===== config.mk =====
export PLATFORM = sky130hd
export DESIGN_NAME = axi_2x1_arbiter
export DESIGN_NICKNAME = d
export VERILOG_FILES = /design/src/rtl/axi_pkg.sv /design/src/rtl/axi_2x1_arbiter_rr_arb2.sv /design/src/rtl/axi_2x1_arbiter.sv
export SDC_FILE = /design/constraint.sdc
export NUM_CORES = 1
export LEC_CHECK = 0
export CAP_MARGIN = 30
export CORE_AREA = 3 3 248 250
export CTS_CLUSTER_DIAMETER = 50
export DETAILED_ROUTE_END_ITERATION = 8
export DIE_AREA = 0 0 251 253
export MAX_ROUTING_LAYER = met4
export SETUP_SLACK_MARGIN = 0.4
export SLEW_MARGIN = 0
export SYNTH_ARGS = -nofsm -noshare
export SYNTH_HDL_FRONTEND = slang
export SYNTH_SLANG_ARGS = --single-unit

===== constraint.sdc =====
create_clock -name clk -period 5.25 [get_ports clk]
set_input_delay 1.575 -clock clk [delete_from_list [all_inputs] [get_ports clk]]
set_output_delay 1.575 -clock clk [all_outputs]
set_load 0.05 [all_outputs]

===== src/rtl/axi_pkg.sv =====
// Shared AXI3 channel types, FSM encodings and default widths for the 2:1 arbiter.
package axi_pkg;

  localparam int AXI_ID_W   = 4;
  localparam int AXI_ADDR_W = 32;
  localparam int AXI_DATA_W = 32;

  typedef struct packed {
    logic [AXI_ID_W-1:0]   id;
    logic [AXI_ADDR_W-1:0] addr;
    logic [7:0]            len;
    logic [2:0]            size;
    logic [1:0]            burst;
    logic [1:0]            lock;
    logic [3:0]            cache;
    logic [2:0]            prot;
  } ar_chan_t;

  typedef struct packed {
    logic [AXI_ID_W-1:0]   id;
    logic [AXI_ADDR_W-1:0] addr;
    logic [7:0]            len;
    logic [2:0]            size;
    logic [1:0]            burst;
    logic [1:0]            lock;
    logic [3:0]            cache;
    logic [2:0]            prot;
  } aw_chan_t;

  typedef struct packed {
    logic [AXI_ID_W-1:0]     id;
    logic [AXI_DATA_W-1:0]   data;
    logic [AXI_DATA_W/8-1:0] strb;
    logic                    last;
  } w_chan_t;

  typedef struct packed {
    logic [AXI_ID_W-1:0]   id;
    logic [AXI_DATA_W-1:0] data;
    logic [1:0]            resp;
    logic                  last;
  } r_chan_t;

  typedef struct packed {
    logic [AXI_ID_W-1:0] id;
    logic [1:0]          resp;
  } b_chan_t;

  typedef enum logic [1:0] {R_IDLE, R_ADDR, R_DATA} rd_state_e;
  typedef enum logic [1:0] {W_IDLE, W_ADDR, W_DATA, W_RESP} wr_state_e;

endpackage


===== src/rtl/axi_2x1_arbiter_rr_arb2.sv =====
// Two-requester round-robin arbiter with a registered grant.
// The grant is captured when grant_en is high; advance hands priority to the
// requester that did not win the transaction just finished.
module rr_arb2 (
  input  logic       clk,
  input  logic       rst,
  input  logic [1:0] req,
  input  logic       grant_en,
  input  logic       advance,
  output logic       gnt
);

  logic ptr_q, ptr_d;
  logic gnt_q, gnt_d;

  // Pick the pointed-to requester if it asks, otherwise the other one.
  always_comb begin
    ptr_d = ptr_q;
    gnt_d = gnt_q;
    if (grant_en) gnt_d = req[ptr_q] ? ptr_q : ~ptr_q;
    if (advance)  ptr_d = ~gnt_q;
  end

  // Priority starts at m1 (data side) after reset.
  always_ff @(posedge clk) begin
    if (rst) begin
      ptr_q <= 1'b1;
      gnt_q <= 1'b0;
    end else begin
      ptr_q <= ptr_d;
      gnt_q <= gnt_d;
    end
  end

  assign gnt = gnt_q;

endmodule


===== src/rtl/axi_2x1_arbiter.sv =====
// Merges the instruction (m0) and data (m1) AXI3 masters onto one AXI3 port.
// Read and write paths are arbitrated independently, one burst at a time.
//
// state  | meaning
// R_IDLE | no read burst; register a grant when any arvalid is seen
// R_ADDR | forward AR of the granted master
// R_DATA | forward R beats to the granted master until rlast
// W_IDLE | no write burst; register a grant when any awvalid is seen
// W_ADDR | forward AW of the granted master (W held off)
// W_DATA | forward W beats of the granted master until wlast
// W_RESP | forward B to the granted master
module axi_2x1_arbiter
  import axi_pkg::*;
#(
  parameter int ID_W         = AXI_ID_W,
  parameter int ADDR_W       = AXI_ADDR_W,
  parameter int DATA_W       = AXI_DATA_W,
  parameter int WR_BEFORE_RD = 0
) (
  input  logic              clk,
  input  logic              rst,
  // master 0 (instruction)
  input  logic [ID_W-1:0]   m0_arid,
  input  logic [ADDR_W-1:0] m0_araddr,
  input  logic [7:0]        m0_arlen,
  input  logic [2:0]        m0_arsize,
  input  logic [1:0]        m0_arburst,
  input  logic [1:0]        m0_arlock,
  input  logic [3:0]        m0_arcache,
  input  logic [2:0]        m0_arprot,
  input  logic              m0_arvalid,
  output logic              m0_arready,
  output logic [ID_W-1:0]   m0_rid,
  output logic [DATA_W-1:0] m0_rdata,
  output logic [1:0]        m0_rresp,
  output logic              m0_rlast,
  output logic              m0_rvalid,
  input  logic              m0_rready,
  input  logic [ID_W-1:0]   m0_awid,
  input  logic [ADDR_W-1:0] m0_awaddr,
  input  logic [7:0]        m0_awlen,
  input  logic [2:0]        m0_awsize,
  input  logic [1:0]        m0_awburst,
  input  logic [1:0]        m0_awlock,
  input  logic [3:0]        m0_awcache,
  input  logic [2:0]        m0_awprot,
  input  logic              m0_awvalid,
  output logic              m0_awready,
  input  logic [ID_W-1:0]   m0_wid,
  input  logic [DATA_W-1:0] m0_wdata,
  input  logic [DATA_W/8-1:0] m0_wstrb,
  input  logic              m0_wlast,
  input  logic              m0_wvalid,
  output logic              m0_wready,
  output logic [ID_W-1:0]   m0_bid,
  output logic [1:0]        m0_bresp,
  output logic              m0_bvalid,
  input  logic              m0_bready,
  // master 1 (data)
  input  logic [ID_W-1:0]   m1_arid,
  input  logic [ADDR_W-1:0] m1_araddr,
  input  logic [7:0]        m1_arlen,
  input  logic [2:0]        m1_arsize,
  input  logic [1:0]        m1_arburst,
  input  logic [1:0]        m1_arlock,
  input  logic [3:0]        m1_arcache,
  input  logic [2:0]        m1_arprot,
  input  logic              m1_arvalid,
  output logic              m1_arready,
  output logic [ID_W-1:0]   m1_rid,
  output logic [DATA_W-1:0] m1_rdata,
  output logic [1:0]        m1_rresp,
  output logic              m1_rlast,
  output logic              m1_rvalid,
  input  logic              m1_rready,
  input  logic [ID_W-1:0]   m1_awid,
  input  logic [ADDR_W-1:0] m1_awaddr,
  input  logic [7:0]        m1_awlen,
  input  logic [2:0]        m1_awsize,
  input  logic [1:0]        m1_awburst,
  input  logic [1:0]        m1_awlock,
  input  logic [3:0]        m1_awcache,
  input  logic [2:0]        m1_awprot,
  input  logic              m1_awvalid,
  output logic              m1_awready,
  input  logic [ID_W-1:0]   m1_wid,
  input  logic [DATA_W-1:0] m1_wdata,
  input  logic [DATA_W/8-1:0] m1_wstrb,
  input  logic              m1_wlast,
  input  logic              m1_wvalid,
  output logic              m1_wready,
  output logic [ID_W-1:0]   m1_bid,
  output logic [1:0]        m1_bresp,
  output logic              m1_bvalid,
  input  logic              m1_bready,
  // merged slave-side port
  output logic [ID_W-1:0]   s_arid,
  output logic [ADDR_W-1:0] s_araddr,
  output logic [7:0]        s_arlen,
  output logic [2:0]        s_arsize,
  output logic [1:0]        s_arburst,
  output logic [1:0]        s_arlock,
  output logic [3:0]        s_arcache,
  output logic [2:0]        s_arprot,
  output logic              s_arvalid,
  input  logic              s_arready,
  input  logic [ID_W-1:0]   s_rid,
  input  logic [DATA_W-1:0] s_rdata,
  input  logic [1:0]        s_rresp,
  input  logic              s_rlast,
  input  logic              s_rvalid,
  output logic              s_rready,
  output logic [ID_W-1:0]   s_awid,
  output logic [ADDR_W-1:0] s_awaddr,
  output logic [7:0]        s_awlen,
  output logic [2:0]        s_awsize,
  output logic [1:0]        s_awburst,
  output logic [1:0]        s_awlock,
  output logic [3:0]        s_awcache,
  output logic [2:0]        s_awprot,
  output logic              s_awvalid,
  input  logic              s_awready,
  output logic [ID_W-1:0]   s_wid,
  output logic [DATA_W-1:0] s_wdata,
  output logic [DATA_W/8-1:0] s_wstrb,
  output logic              s_wlast,
  output logic              s_wvalid,
  input  logic              s_wready,
  input  logic [ID_W-1:0]   s_bid,
  input  logic [1:0]        s_bresp,
  input  logic              s_bvalid,
  output logic              s_bready
);

  rd_state_e r_state_q, r_state_d;
  wr_state_e w_state_q, w_state_d;
  logic      rgnt, wgnt;
  logic      r_grant_en, r_advance;
  logic      w_grant_en, w_advance;

  rr_arb2 u_rd_arb (
    .clk(clk), .rst(rst), .req({m1_arvalid, m0_arvalid}),
    .grant_en(r_grant_en), .advance(r_advance), .gnt(rgnt)
  );

  rr_arb2 u_wr_arb (
    .clk(clk), .rst(rst), .req({m1_awvalid, m0_awvalid}),
    .grant_en(w_grant_en), .advance(w_advance), .gnt(wgnt)
  );

  // Request payloads follow the registered grant; they only matter while valid is high.
  assign s_arid    = rgnt ? m1_arid    : m0_arid;
  assign s_araddr  = rgnt ? m1_araddr  : m0_araddr;
  assign s_arlen   = rgnt ? m1_arlen   : m0_arlen;
  assign s_arsize  = rgnt ? m1_arsize  : m0_arsize;
  assign s_arburst = rgnt ? m1_arburst : m0_arburst;
  assign s_arlock  = rgnt ? m1_arlock  : m0_arlock;
  assign s_arcache = rgnt ? m1_arcache : m0_arcache;
  assign s_arprot  = rgnt ? m1_arprot  : m0_arprot;
  assign s_awid    = wgnt ? m1_awid    : m0_awid;
  assign s_awaddr  = wgnt ? m1_awaddr  : m0_awaddr;
  assign s_awlen   = wgnt ? m1_awlen   : m0_awlen;
  assign s_awsize  = wgnt ? m1_awsize  : m0_awsize;
  assign s_awburst = wgnt ? m1_awburst : m0_awburst;
  assign s_awlock  = wgnt ? m1_awlock  : m0_awlock;
  assign s_awcache = wgnt ? m1_awcache : m0_awcache;
  assign s_awprot  = wgnt ? m1_awprot  : m0_awprot;
  assign s_wid     = wgnt ? m1_wid     : m0_wid;
  assign s_wdata   = wgnt ? m1_wdata   : m0_wdata;
  assign s_wstrb   = wgnt ? m1_wstrb   : m0_wstrb;
  assign s_wlast   = wgnt ? m1_wlast   : m0_wlast;

  // Response payloads are broadcast; only the granted master sees valid.
  assign m0_rid   = s_rid;   assign m1_rid   = s_rid;
  assign m0_rdata = s_rdata; assign m1_rdata = s_rdata;
  assign m0_rresp = s_rresp; assign m1_rresp = s_rresp;
  assign m0_rlast = s_rlast; assign m1_rlast = s_rlast;
  assign m0_bid   = s_bid;   assign m1_bid   = s_bid;
  assign m0_bresp = s_bresp; assign m1_bresp = s_bresp;

  // FSM state registers for both paths.
  always_ff @(posedge clk) begin
    if (rst) begin
      r_state_q <= R_IDLE;
      w_state_q <= W_IDLE;
    end else begin
      r_state_q <= r_state_d;
      w_state_q <= w_state_d;
    end
  end

  // Read path: grant bubble in R_IDLE, then AR, then R beats until rlast.
  always_comb begin
    r_state_d  = r_state_q;
    r_grant_en = 1'b0;
    r_advance  = 1'b0;
    s_arvalid  = 1'b0;
    s_rready   = 1'b0;
    m0_arready = 1'b0;
    m1_arready = 1'b0;
    m0_rvalid  = 1'b0;
    m1_rvalid  = 1'b0;
    case (r_state_q)
      R_IDLE: begin
        if ((m0_arvalid || m1_arvalid) &&
            ((WR_BEFORE_RD == 0) || (w_state_q == W_IDLE))) begin
          r_grant_en = 1'b1;
          r_state_d  = R_ADDR;
        end
      end
      R_ADDR: begin
        s_arvalid = rgnt ? m1_arvalid : m0_arvalid;
        if (rgnt) m1_arready = s_arready;
        else      m0_arready = s_arready;
        if (s_arvalid && s_arready) r_state_d = R_DATA;
      end
      R_DATA: begin
        s_rready = rgnt ? m1_rready : m0_rready;
        if (rgnt) m1_rvalid = s_rvalid;
        else      m0_rvalid = s_rvalid;
        if (s_rvalid && s_rready && s_rlast) begin
          r_advance = 1'b1;
          r_state_d = R_IDLE;
        end
      end
      default: r_state_d = R_IDLE;
    endcase
  end

  // Write path: AW first, then W beats until wlast, then the B response.
  always_comb begin
    w_state_d  = w_state_q;
    w_grant_en = 1'b0;
    w_advance  = 1'b0;
    s_awvalid  = 1'b0;
    s_wvalid   = 1'b0;
    s_bready   = 1'b0;
    m0_awready = 1'b0;
    m1_awready = 1'b0;
    m0_wready  = 1'b0;
    m1_wready  = 1'b0;
    m0_bvalid  = 1'b0;
    m1_bvalid  = 1'b0;
    case (w_state_q)
      W_IDLE: begin
        if (m0_awvalid || m1_awvalid) begin
          w_grant_en = 1'b1;
          w_state_d  = W_ADDR;
        end
      end
      W_ADDR: begin
        s_awvalid = wgnt ? m1_awvalid : m0_awvalid;
        if (wgnt) m1_awready = s_awready;
        else      m0_awready = s_awready;
        if (s_awvalid && s_awready) w_state_d = W_DATA;
      end
      W_DATA: begin
        s_wvalid = wgnt ? m1_wvalid : m0_wvalid;
        if (wgnt) m1_wready = s_wready;
        else      m0_wready = s_wready;
        if (s_wvalid && s_wready && s_wlast) w_state_d = W_RESP;
      end
      W_RESP: begin
        s_bready = wgnt ? m1_bready : m0_bready;
        if (wgnt) m1_bvalid = s_bvalid;
        else      m0_bvalid = s_bvalid;
        if (s_bvalid && s_bready) begin
          w_advance = 1'b1;
          w_state_d = W_IDLE;
        end
      end
      default: w_state_d = W_IDLE;
    endcase
  end

endmodule


==> impl_metrics.json <==
{
  "hold-path-endpoint": "w_state_q[1]$_SDFFE_PP0P_",
  "wl_per_cell_um": 22.9,
  "die_y_um": 253,
  "synth_edf_count": 0,
  "setup_viol": 0,
  "synth_warnings": 0,
  "core_area_mm2": 0.0592,
  "placementRows": 89,
  "synth_common_cells": "mux2_2 (157), buf_4 (90), buf_2 (18), nor2_1 (12), nand2_1 (10)",
  "synth_area_leaders": "mux2_2 (55%), buf_4 (21%), dfxtp_1 (5.0%), buf_2 (2.8%), mux2i_1 (2.2%)",
  "grt_overflow_total": 0,
  "path_class": "primary input to primary output",
  "clkPwrFrac": 0.068,
  "cts-root-buf": "clkbuf_16",
  "remaining_drc_errors": 0,
  "final.setup_skew_ns": 0.000222,
  "area_growth_pct": 163,
  "synth_top_area_share": 0.554,
  "required_ns": 3.68,
  "power_leakage_nw": 3.02,
  "grt_pass1_wl_um": 43700,
  "syn_area_mm2": 0.00319,
  "r2r-start": "u_wr_arb.gnt$_SDFFE_PP0P_",
  "clk_latency_ns": 0.24,
  "power.density_mw_per_mm2": 249,
  "fin_crit_ns": 4.68,
  "yosysTopAreaCell": "mux2_2",
  "place_area_mm2": 0.00827,
  "hp-class": "flip-flop to flip-flop",
  "drtAntennaViolNets": 0,
  "endpoint_kind": "primary output",
  "routabilityCongestion": 0.830,
  "synthCells": 351,
  "max-cap-violations": 0,
  "postLayoutCellArea_mm2": 0.00838,
  "hpwlAfterDp_um": 32700,
  "firstDrtPassIters": 4,
  "die_x_um": 251,
  "period_share": 0.891,
  "clk_pin_slew_ns": 0.04,
  "cts_tree": "built",
  "swShare": 0.573,
  "synth_most_common_cell": "mux2_2",
  "ctsLongestPathBuffers": 2,
  "portBuffers": 505,
  "pin_count": 638,
  "outcome": "finished clean",
  "vdd_ir_drop_max_v": 0.0000852,
  "async_flop_share": 0,
  "vias": 4323,
  "fillers": 6672,
  "combinationalPowerShare": 0.869,
  "critPathLaunchType": "primary input",
  "grt_use_total": 0.107,
  "hold_buffers": 0,
  "crit_fanout": 3,
  "cts.sinks": 8,
  "reg2regPathDepth": 5,
  "yosysUniqueCellTypes": 30,
  "grt_max_degree": 60,
  "drtIter0Drc": 106,
  "die_area_mm2": 0.0635,
  "tightest_slew_ns": 0.827,
  "cts_setup_buffers": 0,
  "hold_path_depth": 2,
  "initial_core_util": 0.0539,
  "rrSetupSlack_ns": 2.96,
  "maxSlewViolCount": 0,
  "synthFlopType": "dfxtp_1",
  "via_per_inst": 2.82,
  "layout-drive-gt1-share": 0.334,
  "cp.arrival_ns": 3.10,
  "reg2reg_to": "w_state_q[1]$_SDFFE_PP0P_",
  "pwr-share-seq": 0.063,
  "wirelength_um": 35200,
  "grt_pass1_vias": 4840,
  "fin_nets": 1134,
  "max_freq_mhz": 214,
  "slew_headroom": 0.448,
  "p_sw_w": 0.00120,
  "p_int_w": 0.000891,
  "synth_fp_nets": 732,
  "fin_setup_tns_ns": 0,
  "ys_ff_latch": 8,
  "cts_resized": 0,
  "yosysSeqAreaShare": 0.0502,
  "cts_made_buffers": 3,
  "cts_max_level": 1,
  "avgSynthCellArea_um2": 9.09,
  "finalHoldViolCount": 0,
  "rsz0062_at_grt": "no",
  "min-delay-start": "w_state_q[1]$_SDFFE_PP0P_",
  "antenna_found_initial": 8
}
critical path, stage by stage:
cell	delay, ns
clkdlybuf4s50_1	0.54
and3_1	0.18
clkdlybuf4s50_1	0.80
sequential cells by signal, summed over array words and instances, names as in the netlist:
signal          count
w_state_q           2
u_wr_arb.gnt        1
r_state_q           2
u_rd_arb.gnt        1
u_rd_arb.ptr_q      1
u_wr_arb.ptr_q      1
through the flow:
step,power (W),hold WS [ns],worst slack (ns),instances,utilization
6_report,0.00209,0.513,0.574,1535,0.141
5_1_grt,0.00220,0.553,0.510,1533,0.141
4_1_cts,0.00216,0.524,0.447,1525,0.141
3_5_place_dp,0.00200,0.518,0.463,1521,0.140
3_3_place_gp,0.00199,0.497,0.418,1521,0.140
2_1_floorplan,0.00133,0.478,0.980,351,-
final cells by class:
class / count / area (µm²) / area share
Timing Repair Buffer: 507 / 4890 / 0.583
Multi-Input combinational cell: 229 / 2240 / 0.268
Tap cell: 773 / 967 / 0.115
Sequential cell: 8 / 165 / 0.0197
Clock buffer: 4 / 78.8 / 0.00941
Antenna cell: 10 / 25.0 / 0.00299
Inverter: 4 / 15.0 / 0.00179
power groups by stage:
stage / logic [W] / clock network [W] / registers (W)
4_1_cts: 0.00188 / 0.000151 / 0.000131
3_5_place_dp: 0.00187 / 0 / 0.000133
2_1_floorplan: 0.00125 / 0 / 0.0000825
5_1_grt: 0.00191 / 0.000155 / 0.000136
3_3_place_gp: 0.00186 / 0 / 0.000128
6_report: 0.00182 / 0.000142 / 0.000131
how the worst max path moves through the flow:
stage / start / to / slack (ns) / depth (start not counted)
floorplan: m1_arvalid / s_arvalid / 0.98 / 2
global placement: m0_arvalid / s_arvalid / 0.42 / 4
detailed placement: m0_arvalid / s_arvalid / 0.46 / 4
CTS: m0_arvalid / s_arvalid / 0.45 / 4
global route: s_rlast / m0_rlast / 0.51 / 2
finish: s_arready / m1_arready / 0.57 / 3
metal layers:
layer / global-route usage / part of all wire / vias up
li1: - / - / 1967
met1: 0.103 / 0.34 / 1884
met2: 0.197 / 0.51 / 456
met3: 0.0540 / 0.13 / 16
met4: 0.0159 / 0.015 / 0
met5: - / 0 / -
logic make-up (layout without fill, tap and decap cells):
logic type,count (synthesis),count (layout),synth area share
flops,8,8,0.0502
fa+ha+maj,5,5,0.0196
buf+inv,114,515,0.247
other cells,0,10,0
simple gates,47,47,0.0741
compound gates,13,13,0.0329
mux,164,164,0.576
layout by cell type, fill, tap and decap left out, drive strengths merged, types with 2 or more instances in the layout:
master and n:
and3 6, dlymetal6s2s 2, inv 4, nand2 10, buf 87, a21boi 2
clkbuf 4, ha 5, dfxtp 8, nor2b 5, nand2b 6, nor3 3
mux2i 7, mux2 157, a32oi 2, nor2 12, diode 10, clkdlybuf4s50 418
o21bai 2
Note: power is estimated with default switching activity, not from simulation.
